$ cat config.mk
export PLATFORM = sky130hd
export DESIGN_NAME = pipeline_hazard_ctrl
export DESIGN_NICKNAME = d
export VERILOG_FILES = /design/src/rtl/pipe_ctrl_pkg.sv /design/src/rtl/load_use_detect.sv /design/src/rtl/pipeline_hazard_ctrl.sv
export SDC_FILE = /design/constraint.sdc
export NUM_CORES = 1
export LEC_CHECK = 0
export BUFFER_PORTS_ARGS = -buffer_cell sky130_fd_sc_hd__buf_2
export CAP_MARGIN = 20
export CORE_UTILIZATION = 51
export DETAILED_ROUTE_END_ITERATION = 6
export GPL_TIMING_DRIVEN = 0
export PLACE_DENSITY = 0.79
export SYNTH_ARGS = -nofsm -noshare
export SYNTH_HDL_FRONTEND = slang
export SYNTH_SLANG_ARGS = --single-unit
export TNS_END_PERCENT = 50
$ cat constraint.sdc
create_clock -name clk -period 3.1 [get_ports clk]
set_clock_uncertainty 0.1 [all_clocks]
set_input_delay 0.775 -clock clk [delete_from_list [all_inputs] [get_ports clk]]
set_output_delay 0.775 -clock clk [all_outputs]
set_load 0.05 [all_outputs]
$ cat src/rtl/pipe_ctrl_pkg.sv
// Shared types and constants for the pipeline hazard controller.
// Holds the sequencer state encoding and the register-file numbering constants.
package pipe_ctrl_pkg;

  typedef enum logic [1:0] {
    RUN      = 2'd0,
    MEM_WAIT = 2'd1,
    ERROR    = 2'd2
  } state_t;

  localparam int DEF_MAX_WAIT = 15;
  localparam int REG_W        = 5;
  localparam logic [REG_W-1:0] REG_ZERO = '0;

endpackage

$ cat src/rtl/load_use_detect.sv
// Combinational load-use comparator: flags an ID instruction that reads the
// destination of a load currently in EX. Writes to $zero never create a hazard.
module load_use_detect
  import pipe_ctrl_pkg::*;
(
  input  logic             i_mem_to_reg_e,
  input  logic [REG_W-1:0] i_write_reg_e,
  input  logic [REG_W-1:0] i_rs_d,
  input  logic [REG_W-1:0] i_rt_d,
  input  logic             i_uses_rs_d,
  input  logic             i_uses_rt_d,
  output logic             o_hazard
);

  logic w_rs_hit;
  logic w_rt_hit;

  assign w_rs_hit = i_uses_rs_d && (i_rs_d == i_write_reg_e);
  assign w_rt_hit = i_uses_rt_d && (i_rt_d == i_write_reg_e);

  assign o_hazard = i_mem_to_reg_e && (i_write_reg_e != REG_ZERO) && (w_rs_hit || w_rt_hit);

endmodule

$ cat src/rtl/pipeline_hazard_ctrl.sv
// Stall/flush sequencer for the 5-stage pipeline: memory-wait FSM with timeout,
// load-use interlock, branch flush priority mux and a saturating stall counter.
module pipeline_hazard_ctrl
  import pipe_ctrl_pkg::*;
#(
  parameter int MAX_WAIT = DEF_MAX_WAIT,
  parameter int CNT_W    = 32
) (
  input  logic             clk,
  input  logic             reset,
  input  logic             MemReqM,
  input  logic             MemAckM,
  input  logic             MemtoRegE,
  input  logic [REG_W-1:0] WriteRegE,
  input  logic [REG_W-1:0] RsD,
  input  logic [REG_W-1:0] RtD,
  input  logic             UsesRsD,
  input  logic             UsesRtD,
  input  logic             PCSrcD,
  output logic             StallF,
  output logic             StallD,
  output logic             StallE,
  output logic             StallM,
  output logic             FlushD,
  output logic             FlushE,
  output logic             BubbleW,
  output logic             MemErr,
  output logic [CNT_W-1:0] StallCycles
);

  localparam int WAIT_W = $clog2(MAX_WAIT + 1);
  localparam logic [WAIT_W-1:0] WAIT_MAX = WAIT_W'(MAX_WAIT);
  localparam logic [WAIT_W-1:0] WAIT_ONE = WAIT_W'(1);

  state_t            r_state;
  state_t            w_state_nxt;
  logic [WAIT_W-1:0] r_wait_cnt;
  logic [WAIT_W-1:0] w_wait_nxt;
  logic              r_mem_err;
  logic [CNT_W-1:0]  r_stall_cycles;

  logic w_mem_stall;
  logic w_load_use;
  logic w_lu_stall;
  logic w_stall_f;

  load_use_detect u_load_use_detect (
    .i_mem_to_reg_e (MemtoRegE),
    .i_write_reg_e  (WriteRegE),
    .i_rs_d         (RsD),
    .i_rt_d         (RtD),
    .i_uses_rs_d    (UsesRsD),
    .i_uses_rt_d    (UsesRtD),
    .o_hazard       (w_load_use)
  );

  always_ff @(posedge clk or posedge reset) begin
    if (reset) begin
      r_state    <= RUN;
      r_wait_cnt <= '0;
    end else begin
      r_state    <= w_state_nxt;
      r_wait_cnt <= w_wait_nxt;
    end
  end

  // Ack in MEM_WAIT releases the pipeline in the same cycle, even if MemReqM dropped.
  always_comb begin
    w_state_nxt = r_state;
    w_wait_nxt  = r_wait_cnt;
    w_mem_stall = 1'b0;
    case (r_state)
      RUN: begin
        if (MemReqM && !MemAckM) begin
          w_mem_stall = 1'b1;
          w_state_nxt = MEM_WAIT;
          w_wait_nxt  = WAIT_ONE;
        end
      end
      MEM_WAIT: begin
        if (MemAckM) begin
          w_state_nxt = RUN;
          w_wait_nxt  = '0;
        end else begin
          w_mem_stall = 1'b1;
          if (r_wait_cnt == WAIT_MAX) begin
            w_state_nxt = ERROR;
          end else begin
            w_wait_nxt = r_wait_cnt + WAIT_ONE;
          end
        end
      end
      ERROR: begin
        w_mem_stall = 1'b1;
      end
      default: begin
        w_state_nxt = RUN;
        w_wait_nxt  = '0;
      end
    endcase
  end

  assign w_lu_stall = w_load_use && !w_mem_stall;
  assign w_stall_f  = reset || w_mem_stall || w_lu_stall;

  always_comb begin
    StallF  = w_stall_f;
    StallD  = w_stall_f;
    StallE  = reset || w_mem_stall;
    StallM  = reset || w_mem_stall;
    BubbleW = reset || w_mem_stall;
    FlushE  = reset || w_lu_stall;
    // A branch seen while ID is held is re-resolved once the stall lifts.
    FlushD  = reset || (PCSrcD && !w_mem_stall && !w_lu_stall);
  end

  always_ff @(posedge clk or posedge reset) begin
    if (reset) begin
      r_mem_err <= 1'b0;
    end else if (w_state_nxt == ERROR) begin
      r_mem_err <= 1'b1;
    end
  end

  always_ff @(posedge clk or posedge reset) begin
    if (reset) begin
      r_stall_cycles <= '0;
    end else if (w_stall_f && (r_stall_cycles != {CNT_W{1'b1}})) begin
      r_stall_cycles <= r_stall_cycles + CNT_W'(1);
    end
  end

  assign MemErr      = r_mem_err;
  assign StallCycles = r_stall_cycles;

endmodule

==> impl_metrics.yaml, run 1 <==
outcome:
  status: "complete, no violations"
clocking:
  insertion_delay_ns: 0.29
  cts.reportedPaths.clkPinSlew_ns: 0.07
  numCtsBuffers: 5
  cts_sinks: 39
  cts_root_buffer: "clkbuf_8"
  clk_path_buf_depth: 2
  hold_buffers: 0
  cts_tree: "built"
  htreeDepth: 2
synth:
  synth.avg_cell_area_um2: 10.2
  synth_top_cell_by_area: "dfrtp_1"
  synth_ff_type: "dfrtp_1"
  synth_seq_area_share_pct: 46.1
  ys_seq_elements: 39
  syn_nets: 232
  ys_warn_count: 0
  syn_area_mm2: 0.00212
  synth.area.top_cells: "dfrtp_1, xor2_1, nand2_1"
  synth-edff-count: 0
  ys_async_sr_fraction_pct: 100
  synth.top_cell.area_share_pct: 46.1
  netlist_instances: 207
  ys_types: 38
power:
  vdd.ir_drop.worst_v: 0.000528
  p_per_area_mw_per_mm2: 583
  p_leak_nw: 1.10
place:
  place_hpwl_um: 3330
  port_buffers: 62
  dp.cells: 319
  place_ws_ns: -0.101
  gp_congestion: 0.742
timing:
  hold_viol: 0
  min_period_ns: 3.05
  rsz0062_at_grt: "false"
  fin_crit_sh_pct: 98.4
  fmax_ghz: 0.328
  worst_slew_pin_slew_ns: 0.798
  setup_viol: 0
  drv_slew: 0
  slew_headroom_pct: 46.7
  hold_ws_ns: 0.368
  setup_slack_ns: 0.0492
  tns_ns: 0
floorplan:
  start_util_pct: 52.9
  die_w_um: 66.4
  ios: 63
  core_area_mm2: 0.00400
  die_area_mm2: 0.00441
  die_h_um: 66.4
  row_count: 23
global_routing:
  grt_pass1_wl_um: 7660
  grt_max_degree: 41
  grt_pass1_vias: 1668
  antenna_found_initial: 0
  use_met1_pct: 30.3
  grtUsageTotal_pct: 23.3
  grt_busiest_layer: "met2"
  grt.met3_usage_pct: 4.48
  use_met2_pct: 38.3
  overflow: 0
worst_setup_path:
  worstSetupEndpointType: "output pin"
  cp.arrival_ns: 2.18
  crit_required_ns: 2.22
  path_class: "input pin to output pin"
  cp-start-kind: "input pin"
  crit_path_max_fanout: 4
final_layout:
  final_nets: 302
  areaGrowthSynthToFinish_pct: 23.2
  layout_common_cells: "buf_2, dfrtp_1, xor2_1"
  layout_commonest_cell: "buf_2"
  final_core_utilization_pct: 65.2
  diodes: 0
  fill_cells: 348
  stdcell_count: 328
  final_layout_size_suffix_gt1_share_pct: 33.8
job:
  cap_viol_max_count: 0
hold_path:
  hold_path_class: "register to register"
routing:
  vias_per_cell: 5.41
  firstDrtPassIters: 4
  wl_per_cell_um: 13.9
  drc: 0
  drtIter0Drc: 116
  routed_wl_um: 4560
  num_vias: 1776
  ant_nets: 0
==> critical path, stage by stage <==
cell and delay (ns):
buf_2 0.13, xor2_1 0.17, nor4_2 0.30, nand3_1 0.11, a211o_1 0.33, nand2_2 0.11
buf_4 0.12, buf_6 0.15
==> state kept, by name, summed over array words and instances (netlist names) <==
| signal | count |
|---|---|
| StallCycles | 32 |
| r_wait_cnt | 4 |
| r_state | 2 |
| MemErr | 1 |
==> layer usage <==
metal / vias up / share of wire [%]
li1: 859 / -
met1: 869 / 43
met2: 40 / 51
met3: 8 / 4.1
met4: 0 / 1.4
met5: - / 0
==> metrics by stage <==
stage          total power [mW]  cell area, µm²
5_1_grt                    1.60            2610
2_1_floorplan              1.06            2120
4_1_cts                    1.53            2590
3_5_place_dp               1.19            2490
3_3_place_gp               1.18            2490
6_report                   1.52            2610
==> cell type report <==
class                   count  area [µm²]  area share (%)
well taps                  50        62.6            2.40
multi-input cells         154        1070            41.1
plain buffers               9        67.6            2.59
inverters                   5        18.8           0.720
clock buffers               7        76.3            2.93
clock inverters             1        5.00           0.192
repair buffers             63         330            12.7
flip-flops and latches     39         976            37.4
==> report_power, final <==
part	switching, mW	internal, mW
sequential	0.0840	0.575
clock	0.170	0.158
combinational	0.382	0.152
==> Yosys cell counts, types with 2 or more instances <==
cell / number
clkbuf_1: 3
nor3_2: 8
nand3_1: 12
ha_1: 2
and3_1: 7
a211oi_1: 2
nand2_1: 26
a21oi_1: 4
nor3_1: 4
xnor2_1: 11
nor4_2: 2
xor2_1: 30
dfrtp_1: 39
nand4_1: 7
or2_2: 2
o21ai_0: 4
buf_6: 3
nor4_1: 7
inv_1: 5
nor2_1: 9
buf_4: 3
==> final timing paths <==
path / cells past startpoint / endpoint / start / slack, ns
max in group asynchronous: 2 / StallCycles[30] / reset / 1.84
max: 8 / StallF / WriteRegE[1] / 0.05
min reg2reg: 1 / MemErr / MemErr / 0.37
min: 1 / MemErr / MemErr / 0.37
min in group asynchronous: 2 / StallCycles[27] / reset / 0.55
max reg2reg: 10 / StallCycles[19] / StallCycles[0] / 0.53
==> cells by family after synthesis <==
kind of cell	synth area share [%]
multiplexers	0.473
flip-flops	46.1
AND/OR/NAND/NOR	25.8
AO/OA/AOI/OAI	5.38
XOR/XNOR	17.0
adder cells (fa/ha/maj)	1.18
buffers and inverters	4.08
==> what timing repair did <==
item | CTS | global route
resized for setup | 4 | 4
cloned | 0 | 0
buffers inserted | 1 | 0
endpoints found under the setup margin | 4 | 6
pin swaps | 3 | 2
Power figures use the tool's default switching activity.
==> run 2: changes to the inputs <==
==> constraint.sdc (replaced) <==
create_clock -name clk -period 3.1 [get_ports clk]
set_clock_uncertainty 0.1 [all_clocks]
set_input_delay 0 -clock clk [delete_from_list [all_inputs] [get_ports clk]]
set_output_delay 0 -clock clk [all_outputs]
set_load 0.05 [all_outputs]
==> run 2 against run 1 <==
Hold slack worse by 0.030 ns. Highest routed layer unchanged. Count of clock-buffer cells in the layout shrank 2. Core utilization grew 0.25 points. Register-to-register slack about the same. Sequential power hardly changed. Flip-flop and latch count unchanged. First-iteration DRC count decreased by 31%. Clock power is 3% higher. Worst setup slack better by 0.48 ns.
==> impl_metrics.yaml, run 2 (synthesis results as in run 1) <==
worst_setup_path:
  r2r_start: "StallCycles[0]"
  cp-start-kind: "register"
  crit_path_max_fanout: 10
  worstSetupStartpoint: "StallCycles[0]"
  worstSetupEndpointType: "register"
  path_class: "register to register"
  crit_required_ns: 3.18
  cp.arrival_ns: 2.65
routing:
  drc: 0
  drtIter0Drc: 80
  firstDrtPassIters: 4
  num_vias: 1800
  routed_wl_um: 4620
  wl_per_cell_um: 13.9
  ant_nets: 0
  vias_per_cell: 5.44
power:
  power_mw: 1.53
  vdd.ir_drop.worst_v: 0.000610
  p_per_area_mw_per_mm2: 585
  p_leak_nw: 1.10
clocking:
  cts_root_buffer: "clkbuf_8"
  htreeDepth: 2
  cts_sinks: 39
  post_cts_resized: 0
  cts_tree: "built"
  clk_path_buf_depth: 2
  numCtsBuffers: 5
  insertion_delay_ns: 0.30
  cts.reportedPaths.clkPinSlew_ns: 0.08
  postCtsSetupBuffers: 0
  hold_buffers: 4
timing:
  min_period_ns: 2.57
  hold_ws_ns: 0.338
  setup_slack_ns: 0.526
  rsz0062_at_grt: "false"
  setup_viol: 0
  fin_crit_sh_pct: 83.0
  tns_ns: 0
  hold_viol: 0
  fmax_ghz: 0.389
  slew_headroom_pct: 46.6
  worst_slew_pin_slew_ns: 0.800
  drv_slew: 0
floorplan:
  die_w_um: 66.4
  die_h_um: 66.4
  row_count: 23
  die_area_mm2: 0.00441
  start_util_pct: 52.9
  ios: 63
  core_area_mm2: 0.00400
final_layout:
  final_layout_size_suffix_gt1_share_pct: 32.4
  layout_commonest_cell: "buf_2"
  layout_common_cells: "buf_2, dfrtp_1, xor2_1"
  final_nets: 305
  areaGrowthSynthToFinish_pct: 23.7
  largest_register_ffs: 32
  fill_cells: 321
  diodes: 0
place:
  place_ws_ns: 0.522
  gp_congestion: 0.740
  port_buffers: 62
  place_hpwl_um: 3350
job:
  cap_viol_max_count: 0
global_routing:
  grt_max_degree: 41
  overflow: 0
  antenna_found_initial: 0
  grt_pass1_wl_um: 7530
  grtUsageTotal_pct: 23.1
  grt_pass1_vias: 1705
hold_path:
  hold_path_class: "input pin to asynchronous set/reset pin"
outcome:
  status: "complete, no violations"
[run 2: stage by stage]
stage | util, % | instances | area [µm²]
2_1_floorplan | - | 207 | 2120
3_3_place_gp | 62.2 | 319 | 2490
3_5_place_dp | 62.2 | 319 | 2490
4_1_cts | 65.4 | 331 | 2620
5_1_grt | 65.4 | 331 | 2620
6_report | 65.4 | 331 | 2620
[run 2: critical path, cell delays in order (launching register included)]
cell and delay, ns:
dfrtp_1 0.41, ha_1 0.22, nand2_1 0.08, or3_1 0.31, clkbuf_1 0.22, nor4_4 0.38
a22o_1 0.20, buf_6 0.14, buf_6 0.17, nor3b_2 0.06, xor2_1 0.16
[run 2: routing by layer]
metal  vias to the layer above  wire [µm]  GRT usage [%]
met5                         -          0              0
met4                         0        106           11.2
met3                        11        166           4.48
met2                        40       2370           39.0
met1                       883       1980           27.9
li1                        866          -              -
[run 2: final timing paths]
kind                                    to  slack [ns]  cells after the start
max in group asynchronous    r_wait_cnt[1]        2.06                      3
min in group clk                    FlushD        0.36                      3
max                        StallCycles[21]        0.53                     10
min                          r_wait_cnt[2]        0.34                      3
min reg2reg                         MemErr        0.37                      1
max reg2reg                StallCycles[21]        0.53                     10
[run 2: cell type report]
class                      count  area [µm²]  area share, %
multi-input combinational    154        1050           40.2
sequential                    39         976           37.3
timing repair buffer          66         350           13.4
clock buffer                   5        68.8           2.63
buffer                         9        67.6           2.58
tap                           50        62.6           2.39
clock inverter                 3        20.0          0.765
inverter                       5        18.8          0.717
[run 2: where the power goes]
group	leakage [nW]	internal [mW]	switching (mW)
logic	0.635	0.153	0.379
registers	0.427	0.575	0.0871
clock network	0.0402	0.156	0.180
total	1.10	0.884	0.647
